--- src/rtl/output_port_scheduler.sv ---
// Output-port scheduler. Round-robin wormhole lock of one output across five
// requesters (L,N,E,W,S), with a downstream credit counter and an idle watchdog.
module output_port_scheduler #(
  parameter int CREDITS = 4,
  parameter int TIMEOUT = 16
) (
  input  logic        clk,
  input  logic        rst,
  input  logic [4:0]  req,
  input  logic [14:0] flit_id,
  input  logic        credit_in,
  output logic [4:0]  grant,
  output logic        flit_fwd,
  output logic        busy,
  output logic [3:0]  credit_cnt,
  output logic        timeout_err
);
  typedef enum logic {IDLE, LOCKED} state_e;

  localparam logic [2:0] HDR  = 3'b001;
  localparam logic [2:0] TAIL = 3'b100;

  state_e      state_q, state_d;
  logic [4:0]  grant_q, grant_d;
  logic [2:0]  ptr_q, ptr_d;
  logic [11:0] wd_q, wd_d;
  logic [3:0]  credit_q, credit_d;
  logic        terr_q, terr_d;

  logic [4:0]  elig;
  logic [2:0]  win, nxt_ptr, pick;
  logic [2:0]  win_fid;
  logic        win_req, fwd, pick_vld;
  int          idx;

  // Owner index is recovered from the registered one-hot grant.
  always_comb begin
    win = 3'd0;
    for (int i = 0; i < 5; i++)
      if (grant_q[i]) win = 3'(i);
  end

  assign win_fid = flit_id[3*int'(win) +: 3];
  assign win_req = req[win];
  assign nxt_ptr = (win == 3'd4) ? 3'd0 : win + 3'd1;
  assign fwd     = (state_q == LOCKED) && win_req && (credit_q != 4'd0);

  always_comb begin
    elig = '0;
    for (int i = 0; i < 5; i++)
      elig[i] = req[i] && (flit_id[3*i +: 3] == HDR);
  end

  always_comb begin
    pick_vld = 1'b0;
    pick     = 3'd0;
    idx      = 0;
    for (int k = 0; k < 5; k++) begin
      idx = int'(ptr_q) + k;
      if (idx >= 5) idx = idx - 5;
      if (!pick_vld && elig[idx]) begin
        pick_vld = 1'b1;
        pick     = 3'(idx);
      end
    end
  end

  always_comb begin
    state_d  = state_q;
    grant_d  = grant_q;
    ptr_d    = ptr_q;
    wd_d     = wd_q;
    terr_d   = 1'b0;
    credit_d = credit_q;

    case (state_q)
      IDLE: begin
        wd_d = '0;
        if (pick_vld) begin
          state_d = LOCKED;
          grant_d = 5'b00001 << pick;
        end
      end
      LOCKED: begin
        if (fwd) begin
          wd_d = '0;
          if (win_fid == TAIL) begin
            state_d = IDLE;
            grant_d = '0;
            ptr_d   = nxt_ptr;
          end
        end else if (!win_req) begin
          // A credit stall (req high, no credits) is not idleness.
          if (wd_q == 12'(TIMEOUT - 1)) begin
            state_d = IDLE;
            grant_d = '0;
            ptr_d   = nxt_ptr;
            wd_d    = '0;
            terr_d  = 1'b1;
          end else begin
            wd_d = wd_q + 12'd1;
          end
        end
      end
      default: state_d = IDLE;
    endcase

    if (fwd && !credit_in)
      credit_d = credit_q - 4'd1;
    else if (!fwd && credit_in && (credit_q != 4'(CREDITS)))
      credit_d = credit_q + 4'd1;
  end

  always_ff @(posedge clk) begin
    if (!rst) begin
      state_q  <= IDLE;
      grant_q  <= '0;
      ptr_q    <= '0;
      wd_q     <= '0;
      terr_q   <= 1'b0;
      credit_q <= 4'(CREDITS);
    end else begin
      state_q  <= state_d;
      grant_q  <= grant_d;
      ptr_q    <= ptr_d;
      wd_q     <= wd_d;
      terr_q   <= terr_d;
      credit_q <= credit_d;
    end
  end

  assign grant       = grant_q;
  assign flit_fwd    = fwd;
  assign busy        = (state_q == LOCKED);
  assign credit_cnt  = credit_q;
  assign timeout_err = terr_q;
endmodule

--- config.mk ---
export PLATFORM = sky130hd
export DESIGN_NAME = output_port_scheduler
export DESIGN_NICKNAME = d
export VERILOG_FILES = /design/src/rtl/output_port_scheduler.sv
export SDC_FILE = /design/constraint.sdc
export NUM_CORES = 1
export LEC_CHECK = 0
export ABC_AREA = 1
export CORE_ASPECT_RATIO = 1.5
export CORE_MARGIN = 8
export CORE_UTILIZATION = 43
export CTS_BUF_LIST = sky130_fd_sc_hd__clkbuf_8 sky130_fd_sc_hd__clkbuf_16
export DETAILED_ROUTE_END_ITERATION = 7
export PLACE_DENSITY_LB_ADDON = 0.1
export RECOVER_POWER = 50
export SYNTH_ARGS = -nofsm -noshare
export SYNTH_HDL_FRONTEND = slang
export SYNTH_SLANG_ARGS = --single-unit
--- constraint.sdc ---
create_clock -name clk -period 3.3 [get_ports clk]
set_input_delay 0.825 -clock clk [delete_from_list [all_inputs] [get_ports clk]]
set_output_delay 0.825 -clock clk [all_outputs]
set_load 0.03 [all_outputs]
Word-level counts from Yosys, hierarchy flattened
Index checks and enable logic that the tools add are counted.
{ "classes": {"add_sub_neg": 13, "multipliers": 1, "n_lt_le_gt_ge": 11, "n_eq_ne": 15, "shifts": 2, "muxes": 60, "bitwise_logic": 2, "reduce_logical": 26} }
{ "op_table": {"columns": ["operator", "n"], "rows": [
  ["$lt 32x5->1 const B", 5],
  ["$mux 32", 5],
  ["$mux 12", 3],
  ["$mux 3", 11],
  ["$mux 5", 5],
  ["$pmux 12 s2", 1],
  ["$mux 1", 23],
  ["$sub 4x3->5 const B", 4],
  ["$bmux 1 s3", 6],
  ["$ge 4x3->1 const B", 4],
  ["$eq 3x1->1 const B", 5],
  ["$shiftx 15x6->3", 1],
  ["$logic_and 1x1->1", 14],
  ["$add 12x1->12 const B", 1],
  ["$eq 12x4->1 const B", 1],
  ["$pmux 5 s2", 1],
  ["$add 3x2->4 const B", 2],
  ["$mux 4", 2],
  ["$reduce_and 4->1", 2],
  ["$eq 3x3->1 const B", 2],
  ["$logic_not 1->1", 6],
  ["$ne 3x2->1 const B", 2],
  ["$mul 2x3->5 const A", 1],
  ["$shl 1x3->5 const A", 1],
  ["other kinds (18)", 22]
]} }
{ "totals": {"register_bits": 26, "inputBits": 23, "output_inout_bits": 12, "wordCells": 136} }

Longest topological paths before layout
{ "depth": {"ltp_word": 21, "depth_mapped": 22} }

Worst setup path after synthesis
OpenSTA, ideal clock, no wires.
{ "synth_path": {"path_type": "input-to-reg", "startpoint": "input req[2]", "endpoint": "register credit_q[3] (netlist: credit_cnt[3])", "setup_ns": 0.122, "t_arrival_ns": 2.637, "t_required_ns": 3.178, "slack_ns": 0.541, "path_stages": 13, "path_buffers": 0, "cell_sequence": "inv_1 -> o211ai_1 -> nand3_2 -> nor3_4 -> inv_2 -> nor2_1 -> ha_1 -> a21oi_1 -> nand2_1 -> nand2_1 -> o21ai_0 -> o21ai_0 -> a21oi_1"} }
{ "synth_between": {"elab_chain_cells": 8, "elab_cells_between_ends": 10, "classes_between": "mux (3); reduce/logical (7)"} }
{ "synth_rtl": {"columns": ["item", "line", "rtl"], "rows": [
  ["start: declaration", "9", "input logic [4:0] req,"],
  ["$bmux 1 s3 *", "44", "assign win_req = req[win];"],
  ["$mux 1 (implied by the code) *", "44", null],
  ["$logic_and 1x1->1 * (2 in series)", "46", "assign fwd = (state_q == LOCKED) && win_req && (credit_q != 4'd0);"],
  ["via flit_fwd", "13", "output logic flit_fwd,"],
  ["$logic_not 1->1", "110", "else if (!fwd && credit_in && (credit_q != 4'(CREDITS)))"],
  ["$logic_and 1x1->1 (2 in series)", "110", null],
  ["$reduce_bool 2->1 (no source line)", null, null],
  ["end signal: assignment", "121", "credit_q <= 4'(CREDITS);"],
  ["end signal: assignment", "128", "credit_q <= credit_d;"],
  ["end: declaration", "27", "logic [3:0] credit_q, credit_d;"]
]} }
Mark *: on every way through the listed nets, which the timed path passes. The rest lies on a longest branch. The select of a mux whose other input is x is not followed.
A chain may end at the register's enable or synchronous reset.

Final worst setup path
{ "layout_path": {"startpoint": "input req[1]", "endpoint": "register credit_q[3] (netlist: credit_cnt[3])"} }
{ "layout_between": {"elab_chain_cells": 8, "elab_cells_between_ends": 10, "classes_between": "mux (3); reduce/logical (7)"} }
{ "layout_rtl": {"columns": ["item", "line"], "rows": [
  ["$bmux 1 s3 *", "44"],
  ["$mux 1 (implied by the code) *", "44"],
  ["$logic_and 1x1->1 * (2 in series)", "46"],
  ["$logic_not 1->1", "110"],
  ["$logic_and 1x1->1 (2 in series)", "110"],
  ["$reduce_bool 2->1 (no source line)", null]
]} }
Every way passes the cells marked *; elsewhere a longest branch is shown, timed or not. The select of a mux whose other input is x is not followed.

==> results.py <==
metrics = {
    "hold_path": {
        "hold_depth": 2,
        "hold_path.startpoint": "grant[0]",
        "min_path_type": "register to register",
        "min_to": "grant[0]",
    },
    "sta": {
        "hold_violations": 0,
        "tightestPinTransition_ns": 0.7036,
        "fin_tns_setup_ns": 0,
        "min_period_ns": 3.012,
        "fmax_mhz": 332.0,
        "rsz0062_at_grt": "false",
        "fin_ws_ns": 0.2882,
        "drv_slew": 0,
        "fin_crit_sh": 0.9127,
        "skew_ns": 0.01537,
        "hold_ws_ns": 0.4710,
        "maxSlewHeadroom": 0.5266,
        "setup_violations": 0,
    },
    "final_layout": {
        "drive_above_1_share": 0.1231,
        "final_util": 0.5363,
        "area_delta_synth_final_pct": 20.16,
        "final_nets": 496,
        "diodes": 0,
    },
    "yosys": {
        "syn_inst": 414,
        "synth_compound_area_frac": 0.1168,
        "synth_most_common_cell": "nand2_1",
        "synthSimpleGateAreaFrac": 0.4845,
        "netlist.area_leader.share": 0.2016,
        "yosysSeqAreaShare": 0.2016,
        "yosysWarningCount": 0,
        "syn_nets": 454,
        "synth_top_family_by_area": "simple AND/OR/NAND/NOR gates",
        "synth_ff_type": "dfxtp_1",
        "synth_cell_types": 38,
        "synthAdderAreaFrac": 0.08527,
        "synth_top_area_cell": "dfxtp_1",
        "ys_ff_latch": 26,
        "async_flop_share": 0,
        "synth_commonest_cells": "107 x nand2_1, 57 x inv_1, 44 x nand3_1, 35 x nor2_1, 26 x dfxtp_1",
        "synth.area.mux_share": 0,
        "synth_enable_flop_cells": 0,
        "syn_avg_cell_area_sq_um": 6.238,
        "syn-cell-area_sq_um": 2582,
        "synth_xor_area_frac": 0.01308,
        "ys_top_cells_by_area": "dfxtp_1 20%, nand2_1 16%, nand3_1 8.5%",
    },
    "worst_setup_path": {
        "cp.required_ns": 3.52,
        "crit_path_end_kind": "register",
        "timing.rr.start": "ptr_q[1]",
        "r2r-end": "grant[0]",
        "path_class": "primary input to register",
        "arrival_ns": 3.23,
        "ff2ff_setup_slack_ns": 0.44,
        "worst_r2r_path_depth": 15,
        "startpoint_type": "primary input",
        "cp_max_fo": 4,
    },
    "drt": {
        "drc_errors": 0,
        "vias": 2720,
        "drt_wl_total_mm": 7.008,
        "detail-route-antenna-nets": 0,
        "wire_per_inst_microns": 13.30,
        "drt_iter0_markers": 170,
        "first_pass_iters": 4,
        "via_per_inst": 5.161,
    },
    "clocking": {
        "htree_levels": 1,
        "clkLatencyLatePin_ns": 0.28,
        "clk_pin_slew_ns": 0.10,
        "cts-root-buf": "clkbuf_8",
        "cts_sinks": 26,
        "clockBufferDepth": 2,
        "cts_tree": "done",
        "cts_buffers": 3,
    },
    "floorplan": {
        "core_sq_um": 5786,
        "die_w_microns": 79.28,
        "dieArea_sq_um": 8793,
        "ios": 35,
        "row_count": 34,
        "die_y_microns": 110.9,
        "start_util": 0.4464,
    },
    "run": {
        "drv_cap": 0,
    },
    "global_route": {
        "grt_max_degree": 18,
        "gr-total-overflow": 0,
        "grt_pass1_wl_mm": 12.38,
        "grt_pass1_vias": 2693,
        "antenna_found_initial": 0,
        "grt_util_all_layers": 0.1674,
    },
    "placed_design": {
        "gp_congestion": 0.8761,
        "io_buffer_count": 34,
        "dp_hpwl_mm": 5.814,
        "post-place-ws_ns": 0.01762,
    },
    "power": {
        "p_per_area_nw_per_um2": 987.4,
        "ir_drop_mv": 0.5883,
        "leakage_nw": 1.466,
        "fin_total_pwr_mw": 3.064,
    },
    "run_status": {
        "outcome": "completed",
    },
}
through the flow:
step	std cells	cell area, sq um
3_3_place_gp	521	3022
5_1_grt	527	3103
3_5_place_dp	521	3022
4_1_cts	525	3093
6_report	527	3103
2_1_floorplan	414	2582
layout by cell type, fill, tap and decap left out, types with 6 or more instances in the layout:
master           Yosys  layout
ha_1                16      16
nand3_1             44      45
clkdlybuf4s50_1      0      22
o21ai_0             13      13
nor3_1               8       8
dfxtp_1             26      25
inv_2                8       8
dlygate4sd3_1        0      11
nand2_1            107     107
nand4_1             17      17
a21oi_1             19      19
nand2_2             11      11
nand3_2             11      10
buf_4                1       6
inv_1               57      56
o21ai_1              6       6
nor2_1              35      35
sequential cells by signal (all words and copies together), names as in the netlist:
signal / flops
grant: 5
wd_q: 12
credit_cnt: 4
ptr_q: 3
timeout_err: 1
busy: 1
how the worst max path moves through the flow:
stage	from	to	slack [ns]	cells after the start
after floorplan	req[2]	credit_cnt[3]	0.54	13
after global placement	req[1]	credit_cnt[3]	0.15	15
after detailed placement	req[1]	credit_cnt[3]	0.02	15
after CTS	req[1]	credit_cnt[3]	0.31	15
after global routing	ptr_q[1]	grant[0]	0.10	15
final	req[1]	credit_cnt[3]	0.29	15
what timing repair did:
| item | in CTS | in global routing |
|---|---|---|
| endpoints found under the hold margin | 0 | 0 |
| gates resized for setup | 0 | 2 |
| buffers inserted | 0 | 2 |
| endpoints found under the setup margin | 0 | 2 |
| hold buffers | 0 | 0 |
worst max-delay path, cell delays in order:
cell and delay [ns]:
clkdlybuf4s50_1 0.48, inv_1 0.05, nand2_1 0.05, o21ai_0 0.07, nand2_1 0.09, nand3_2 0.15, nor3_4 0.21, inv_2 0.09
nor2_1 0.21, ha_1 0.31, a21oi_1 0.15, nand2_1 0.08, o21ai_0 0.22, o21ai_0 0.12, a21oi_1 0.14
logic make-up after synthesis:
family                     count (synthesis)
AOI/OAI and AO/OA                         51
xor gates and xnor gates                   3
adders and majority gates                 17
buffers and inverters                     67
DFF                                       26
and+or+nand+nor                          250
per-layer routing:
metal,wire length (microns),GRT usage,share of wire
met3,176,0.02192,0.025
met1,3032,0.1922,0.43
met2,3689,0.3049,0.53
met5,0,0,0
met4,110,0.04845,0.016
power breakdown:
group | internal [mW] | total (mW) | switching (mW)
Sequential | 0.380 | 0.456 | 0.0755
Combinational | 0.803 | 2.34 | 1.54
Clock | 0.162 | 0.269 | 0.107
Total | 1.35 | 3.06 | 1.72
cell type report:
| class | instances | area [sq um] |
|---|---|---|
| sequential | 26 | 521.8 |
| clock buffer | 3 | 41.29 |
| clock inverter | 1 | 30.03 |
| fill | 610 | 2683 |
| multi-input combinational | 321 | 1797 |
| tap | 72 | 90.09 |
| timing repair buffer | 39 | 375.4 |
| inverter | 65 | 247.7 |
Note: power is estimated with default switching activity, not from simulation.
